===== config.mk =====
export PLATFORM = sky130hd
export DESIGN_NAME = uart_tx_feeder
export DESIGN_NICKNAME = d
export VERILOG_FILES = /design/src/rtl/uart_tx_feeder.sv
export SDC_FILE = /design/constraint.sdc
export NUM_CORES = 1
export LEC_CHECK = 0
export BUFFER_PORTS_ARGS = -buffer_cell sky130_fd_sc_hd__clkbuf_2
export CAP_MARGIN = 15
export CORE_MARGIN = 4
export CORE_UTILIZATION = 50
export DETAILED_ROUTE_END_ITERATION = 12
export PLACE_DENSITY = 0.67
export SLEW_MARGIN = 15
export SYNTH_ARGS = -nofsm -noshare
export SYNTH_HDL_FRONTEND = slang
export SYNTH_SLANG_ARGS = --single-unit

===== constraint.sdc =====
create_clock -name clk -period 3.97 [get_ports clk]
set_input_delay 0.397 -clock clk [delete_from_list [all_inputs] [get_ports clk]]
set_output_delay 0.397 -clock clk [all_outputs]
set_load 0.02 [all_outputs]

===== src/rtl/uart_tx_feeder.sv =====
// uart_tx_feeder: byte FIFO in front of a UART transmitter. Pops one byte at a
// time, pulses uart_trig for one cycle while the transmitter is idle, then holds
// off for a guard gap after busy falls so the line idles for a full bit time.
module uart_tx_feeder #(
  parameter int unsigned DEPTH      = 16,
  parameter int unsigned AW         = 4,
  parameter int unsigned GAP_CYCLES = 434
) (
  input  logic          clk,
  input  logic          rstn,
  input  logic          wr_en,
  input  logic [7:0]    wr_data,
  output logic          fifo_full,
  output logic          fifo_empty,
  output logic [AW:0]   fifo_count,
  output logic          wr_drop,
  input  logic          uart_tx_busy,
  output logic          uart_trig,
  output logic [7:0]    uart_tx_data
);

  localparam int unsigned GW = $clog2(GAP_CYCLES) + 1;
  localparam logic [AW:0]   FullCount = (AW + 1)'(DEPTH);
  localparam logic [GW-1:0] GapLast   = GW'(GAP_CYCLES - 1);

  typedef enum logic [2:0] {StIdle, StTrig, StAck, StSend, StGap} state_e;

  state_e        state_q;
  logic [7:0]    mem_q [DEPTH];
  logic [AW-1:0] wr_ptr_q;
  logic [AW-1:0] rd_ptr_q;
  logic [AW:0]   count_q;
  logic [GW-1:0] gap_q;
  logic          wr_accept;
  logic          pop;

  assign fifo_full  = (count_q == FullCount);
  assign fifo_empty = (count_q == '0);
  assign fifo_count = count_q;

  // Full is the registered flag, so a pop in the same cycle does not make room.
  assign wr_accept = wr_en && !fifo_full;
  assign pop       = (state_q == StIdle) && !fifo_empty && !uart_tx_busy;

  // Byte storage; contents need no reset since the pointers define validity.
  always_ff @(posedge clk) begin
    if (rstn && wr_accept) begin
      mem_q[wr_ptr_q] <= wr_data;
    end
  end

  // Pointers, occupancy count and the overflow pulse.
  always_ff @(posedge clk) begin
    if (!rstn) begin
      wr_ptr_q <= '0;
      rd_ptr_q <= '0;
      count_q  <= '0;
      wr_drop  <= 1'b0;
    end else begin
      wr_drop <= wr_en && fifo_full;
      if (wr_accept) begin
        wr_ptr_q <= wr_ptr_q + 1'b1;
      end
      if (pop) begin
        rd_ptr_q <= rd_ptr_q + 1'b1;
      end
      if (wr_accept && !pop) begin
        count_q <= count_q + 1'b1;
      end else if (!wr_accept && pop) begin
        count_q <= count_q - 1'b1;
      end
    end
  end

  // Pacing FSM: pop + trigger, wait for busy to rise then fall, then guard gap.
  always_ff @(posedge clk) begin
    if (!rstn) begin
      state_q      <= StIdle;
      uart_trig    <= 1'b0;
      uart_tx_data <= 8'h00;
      gap_q        <= '0;
    end else begin
      case (state_q)
        StIdle: begin
          if (pop) begin
            uart_tx_data <= mem_q[rd_ptr_q];
            uart_trig    <= 1'b1;
            state_q      <= StTrig;
          end
        end
        StTrig: begin
          uart_trig <= 1'b0;
          state_q   <= StAck;
        end
        StAck: begin
          // No timeout: the transmitter is trusted to eventually go busy.
          if (uart_tx_busy) begin
            state_q <= StSend;
          end
        end
        StSend: begin
          if (!uart_tx_busy) begin
            gap_q   <= '0;
            state_q <= StGap;
          end
        end
        StGap: begin
          gap_q <= gap_q + 1'b1;
          if (gap_q == GapLast) begin
            state_q <= StIdle;
          end
        end
        default: begin
          uart_trig <= 1'b0;
          state_q   <= StIdle;
        end
      endcase
    end
  end

endmodule


# After elaboration in Yosys (flattened, before gate mapping)
# Memory sizes are Yosys's and may differ from the RTL's. A register that Yosys moved wholly into a read port is not among the register bits.
# Index checks and enable logic that the tools add are counted.
[classes] n_addsub=5 eq_ne=10 muxes=13 reduce_logical=22 bitwise_logic=1
[op_table] operator="$pmux W10 S2" count=1
[op_table] operator="$pmux W3 S5" count=1
[op_table] operator="$mux W3" count=4
[op_table] operator="$add A10 B1 Y10 const B" count=1
[op_table] operator="$eq A10 B9 Y1 const B" count=1
[op_table] operator="$mux W10" count=1
[op_table] operator="$mux W5" count=2
[op_table] operator="$add A4 B1 Y4 const B" count=2
[op_table] operator="$ne A2 B2 Y1 const B" count=4
[op_table] operator="$logic_and A1 B1 Y1" count=7
[op_table] operator="$eq A3 B2 Y1 const B" count=2
[op_table] operator="$logic_not A1 Y1" count=6
[op_table] operator="$reduce_and A2 Y1" count=3
[op_table] operator="$add A5 B1 Y5 const B" count=1
[op_table] operator="$eq A5 B5 Y1 const B" count=1
[op_table] operator="$logic_not A5 Y1" count=1
[op_table] operator="$sub A5 B1 Y5 const B" count=1
[op_table] operator="$reduce_and A4 Y1" count=1
[op_table] operator="$reduce_bool A2 Y1" count=2
[op_table] operator="$eq A3 B1 Y1 const B" count=1
[op_table] operator="$eq A3 B3 Y1 const B" count=1
[op_table] operator="$logic_not A3 Y1" count=1
[op_table] operator="$mux W1" count=3
[op_table] operator="$reduce_or A3 Y1" count=1
[op_table] operator="2 further kinds" count=2
[totals] memories=1 ramBits=128 output_inout_bits=17 reg_bits=28 in_bits=12 word_cells=59
[memory_table] name="mem_q" depth=16 width=8 rd=1 rd_clocked_by_memory_dff=1 wr=1 line="29" text="logic [7:0] mem_q [DEPTH];"

# Longest topological paths before layout
[depth] depth_word=7 depth_mapped=12 ltp_nobuf=11

# Worst setup path after synthesis
# No wires, ideal clock.
[synth_path] kind="register to register" from="register count_q[0] (netlist: fifo_count[0])" to="register count_q[4] (netlist: fifo_count[4])" path_stages_with_launch=12 path_slack_ps=1254 arrival_ps=2644 n_path_buf=1 setup_ps=72 period_less_slack_ps=2716 required_time_ps=3898 path_cell_list="dfxtp_1 -> nor4_1 -> a211oi_2 -> buf_4 -> inv_1 -> ha_1 -> inv_1 -> ha_1 -> a21o_1 -> a21oi_1 -> mux2i_1 -> mux2i_1"
[synth_between] elab_chain_len=7 word_cells_on_any_way=16 cone_classes="add/sub (2); eq/ne (1); mux (2); reduce/logical (11)"
[synth_lines] item="start: declaration" line="32" text="logic [AW:0] count_q;"
[synth_lines] item="start signal: assignment" line="68" text="count_q <= count_q + 1'b1;"
[synth_lines] item="start signal: assignment" line="70" text="count_q <= count_q - 1'b1;"
[synth_lines] item="parallel branches: the longest is 7 deep, another holds $sub A5 B1 Y5"
# Several ways; the timed one is not identified. The select of a mux whose other input is x is not followed.
# A chain may end at the register's enable or synchronous reset.

# Worst setup path after layout
# Same ends and word-level chain as after synthesis.

==> results summary <==
The worst clock skew came out at 0.00616 ns. The async set-reset flop share out of synthesis came out at 0. The register-to-register setup slack is 1.06 ns.

Summing all placed instances gives a cell area of 6940 sq um. The starting DRC count in detailed routing came out at 281. Leaving out fill and tap cells, the most frequent cell in the layout is sky130_fd_sc_hd__edfxtp_1. The worst hold slack across all endpoints is 0.219 ns. When the netlist entered floorplanning its net count stood at 474. The worst-case vdd ir drop is 404 uV. The total global routing overflow is 0. TritonCTS created 17 clock buffers. The fill cell instance count of the final layout came out at 1002. The tool flagged a number of max-cap violations equal to 0. Dividing the final minimum period by the clock period gives 0.734.

The worst path required time is 4.32 ns. The area of the die came out at 15200 sq um. Timing would allow up to 343 MHz. Once detail routing completed, the nets flagged for antenna violations numbered 0. Including well taps, the total number of placed cells is 631. The setup TNS came out at 0 ns.

The via count of the first global-routing pass is 3660. The amount of wire on met2 after detailed routing is 6350 um. The most used flip-flop cell after synthesis is sky130_fd_sc_hd__edfxtp_1.

The number of placement rows is 41. The launching element type of the critical path is a flop. The effective utilization at floorplan is 0.518.

The worst stage delay on the critical path is 0.65 ns. The final weighted congestion in routability-driven placement came out at 0.775. The growth of design area from synthesis to finish came out at 13.2%. Among all stages on the critical path, the largest delay is contributed by sky130_fd_sc_hd__nor4_1. Yosys mapped a number of flops with a built-in enable equal to 128. Summing over every cut layer, the via total after detailed routing is 3691. The register bit total from synthesis is 164. With fillers left out, the area of the finished cells amounts to 7520 sq um.

The number of H-tree levels came out at 4. The headroom to the max-slew limit came out at 0.442. sky130_fd_sc_hd__edfxtp_1 takes more of the synthesized area than any other cell. The first global-routing pass estimated 20100 um of wire. The cell sitting at the root of the clock tree is a sky130_fd_sc_hd__clkbuf_16. The post-place setup slack is 1.01 ns. The worst min-delay path category is in2reg.

STA classifies the critical path endpoint as a flop. The finished layout holds 663 standard cells, fillers aside. In this run the critical register-to-register path is captured at fifo_count[4]$_SDFFE_PN0P_.

In this run the static leakage power is 2.48 nW. The number of clock sinks seen by CTS came out at 164. In this run, distinct cell masters in the synthesized netlist total 42.

The detailed-route wire length per cell is 19.3 um. The final worst-path setup slack is 1.06 ns. The fraction of synthesized cell area taken by the top area cell type is 0.578.

The critical path is of the reg2reg type. The number of cells on the worst reg-to-reg path is 11. The final critical delay including setup and external delays is 2.91 ns. The via count normalized by instance count is 5.57.

The highest net fanout along the worst path is 21. Setup repair after global routing left no endpoint under its margin. The width of the chip came out at 123 um. The post-detailed-routing wire length came out at 12800 um.

The met1 layer wirelength in the final routing came out at 5410 um. By area the synthesized netlist is led by sky130_fd_sc_hd__edfxtp_1 (58%), sky130_fd_sc_hd__dfxtp_1 (11%), sky130_fd_sc_hd__mux2i_1 (5.6%). 0 antenna diodes ended up in the layout. Walking the worst path, the cells encountered are nor4_1 > a211oi_2 > buf_4 > inv_1 > ha_1 > inv_1 > ha_1 > a21o_1 > a21oi_1 > mux2i_1 > mux2i_1. The cell depth of the worst hold path is 2. The post-CTS setup repair buffer count is 0. Entering global routing, the biggest net connects 29 pins. The final number of max-transition violations was 0. The power density relative to cell area came out at 596 nW/um^2. In this run the top signal layer used is met4. The flow ran to the end, and the final reports show no timing, DRC or antenna violations. Measured on the finished design, the core utilization comes to 0.586. The mean instance size in the synthesized netlist is 14.8 sq um. The count of final hold-check violations is 0. The number of DRC violations after detailed routing is 0.

The TritonCTS clock tree is done. The largest buffer count on any clock path is 2. The startpoint identified for the worst register-to-register timing path is fifo_count[0]$_SDFFE_PN0P_. The initial antenna violation count came out at 0. In the final design database the tool counted 503 nets. The area of all sequential standard cells is 4570 sq um. The synthesized netlist occupies a cell area of 6650 sq um.

The count of pins on the block boundary is 29. The final HPWL from detailed placement is 8500 um. The path with the worst hold slack has its endpoint at wr_drop$_SDFF_PN0_.

For this run, the number of Yosys warnings is 0. At the later pin of the worst-skew pair, clock insertion delay measures 0.42 ns. Setup violations remaining at the end of the flow were counted as 0. The cts-stage hold buffer count is 0.

The die outline height is 123 um. The area inside the core boundary is 12800 sq um. Power comes to 4.48 mW.

After technology mapping, the gate count stands at 449. The total of cells resized after clock tree synthesis came out at 0. The critical path data arrival time came out at 3.26 ns.

The area of the multi-input gates is 1920 sq um. Port buffering added 28 buffers. The total routing usage reported by global routing came out at 0.183. The worst-margin pin slew is 0.834 ns. The first-pass detailed-route iteration total is 5. After clock tree synthesis, the clock-pin slew on the worst setup and hold paths is 0.06 ns.

In this run the most critical hold path is launched from wr_en. The fraction of layout instances using a drive strength above 1 is 0.175. After detailed routing, the met3 layer carries 853 um of wire. The top cell types in the final layout, fill and taps aside, are sky130_fd_sc_hd__edfxtp_1 (128), sky130_fd_sc_hd__nor2_1 (42), sky130_fd_sc_hd__mux2i_1 (37), sky130_fd_sc_hd__dfxtp_1 (35), sky130_fd_sc_hd__clkbuf_2 (28). The share of synthesized area occupied by flip-flops and latches is 0.687.
-- synth_stat cells, types with 2 or more instances --
library cell	instances
sky130_fd_sc_hd__nand2b_1	3
sky130_fd_sc_hd__or3b_1	2
sky130_fd_sc_hd__a21o_1	2
sky130_fd_sc_hd__a211oi_1	8
sky130_fd_sc_hd__edfxtp_1	128
sky130_fd_sc_hd__nor2b_1	2
sky130_fd_sc_hd__o22ai_1	16
sky130_fd_sc_hd__buf_6	3
sky130_fd_sc_hd__o21ai_0	10
sky130_fd_sc_hd__buf_1	2
sky130_fd_sc_hd__nand2_1	23
sky130_fd_sc_hd__nand4_1	3
sky130_fd_sc_hd__clkbuf_1	14
sky130_fd_sc_hd__ha_1	12
sky130_fd_sc_hd__nor3_1	7
sky130_fd_sc_hd__or2_2	2
sky130_fd_sc_hd__mux2_1	2
sky130_fd_sc_hd__nor2_1	42
sky130_fd_sc_hd__and3_1	3
sky130_fd_sc_hd__a31oi_1	10
sky130_fd_sc_hd__a21oi_1	13
sky130_fd_sc_hd__nand3_1	12
sky130_fd_sc_hd__nor4_1	2
sky130_fd_sc_hd__buf_2	5
sky130_fd_sc_hd__or3_1	3
sky130_fd_sc_hd__inv_1	10
sky130_fd_sc_hd__xor2_1	7
sky130_fd_sc_hd__and2_1	2
sky130_fd_sc_hd__mux2i_1	37
sky130_fd_sc_hd__mux4_2	16
sky130_fd_sc_hd__dfxtp_1	36
sky130_fd_sc_hd__xnor2_1	2
-- logic make-up after synthesis --
kind of cell | after synthesis | share of synthesized area
buffers and inverters | 35 | 0.0247
AO/OA/AOI/OAI | 64 | 0.0608
multiplexers | 56 | 0.115
adder cells (fa/ha/maj) | 13 | 0.0256
AND/OR/NAND/NOR | 108 | 0.0753
flip-flops | 164 | 0.687
XOR/XNOR | 9 | 0.0119
-- how the worst max path moves through the flow --
stage | cells past startpoint | slack, ns | to | from
floorplan | 11 | 1.25 | fifo_count[4]$_SDFFE_PN0P_ | fifo_count[0]$_SDFFE_PN0P_
global placement | 11 | 1.11 | fifo_count[4]$_SDFFE_PN0P_ | fifo_count[0]$_SDFFE_PN0P_
detailed placement | 11 | 1.01 | fifo_count[4]$_SDFFE_PN0P_ | fifo_count[0]$_SDFFE_PN0P_
CTS | 11 | 1.00 | fifo_count[4]$_SDFFE_PN0P_ | fifo_count[0]$_SDFFE_PN0P_
global route | 11 | 0.79 | fifo_count[4]$_SDFFE_PN0P_ | fifo_count[0]$_SDFFE_PN0P_
finish | 11 | 1.06 | fifo_count[4]$_SDFFE_PN0P_ | fifo_count[0]$_SDFFE_PN0P_
-- report_power, final --
| part | internal (mW) | switching, mW | total [mW] | leakage (nW) |
|---|---|---|---|---|
| combinational | 0.343 | 0.492 | 0.835 | 0.757 |
| sequential | 1.95 | 0.106 | 2.05 | 1.45 |
| clock | 0.930 | 0.664 | 1.59 | 0.277 |
| total | 3.22 | 1.26 | 4.48 | 2.48 |
-- routing by layer --
layer / vias to the layer above / track usage
met5: - / 0
met4: 0 / 0.0595
met3: 15 / 0.0453
met2: 100 / 0.292
met1: 1813 / 0.249
li1: 1763 / -
-- sequential cells by signal, indices dropped and copies added, names as in the netlist --
| register | cells |
|---|---|
| gap_q | 10 |
| uart_tx_data | 8 |
| uart_trig | 1 |
| state_q | 3 |
| mem_q | 128 |
| wr_ptr_q | 4 |
| wr_drop | 1 |
| rd_ptr_q | 4 |
| fifo_count | 5 |
-- worst max-delay path: cells and delay by family, from the launching register on --
family | cells | cell delay, ns
AOI/OAI and AO/OA | 3 | 0.48
adders and majority gates | 2 | 0.50
buffers and inverters | 3 | 0.43
DFF | 1 | 0.35
muxes | 2 | 0.43
and+or+nand+nor | 1 | 0.65
-- final cells by class --
type / count / area share
Clock inverter: 15 / 0.0205
Timing Repair Buffer: 35 / 0.0273
Tap cell: 172 / 0.0286
Multi-Input combinational cell: 250 / 0.255
Inverter: 10 / 0.00499
Sequential cell: 164 / 0.607
Clock buffer: 17 / 0.0566
Power figures use the tool's default switching activity.
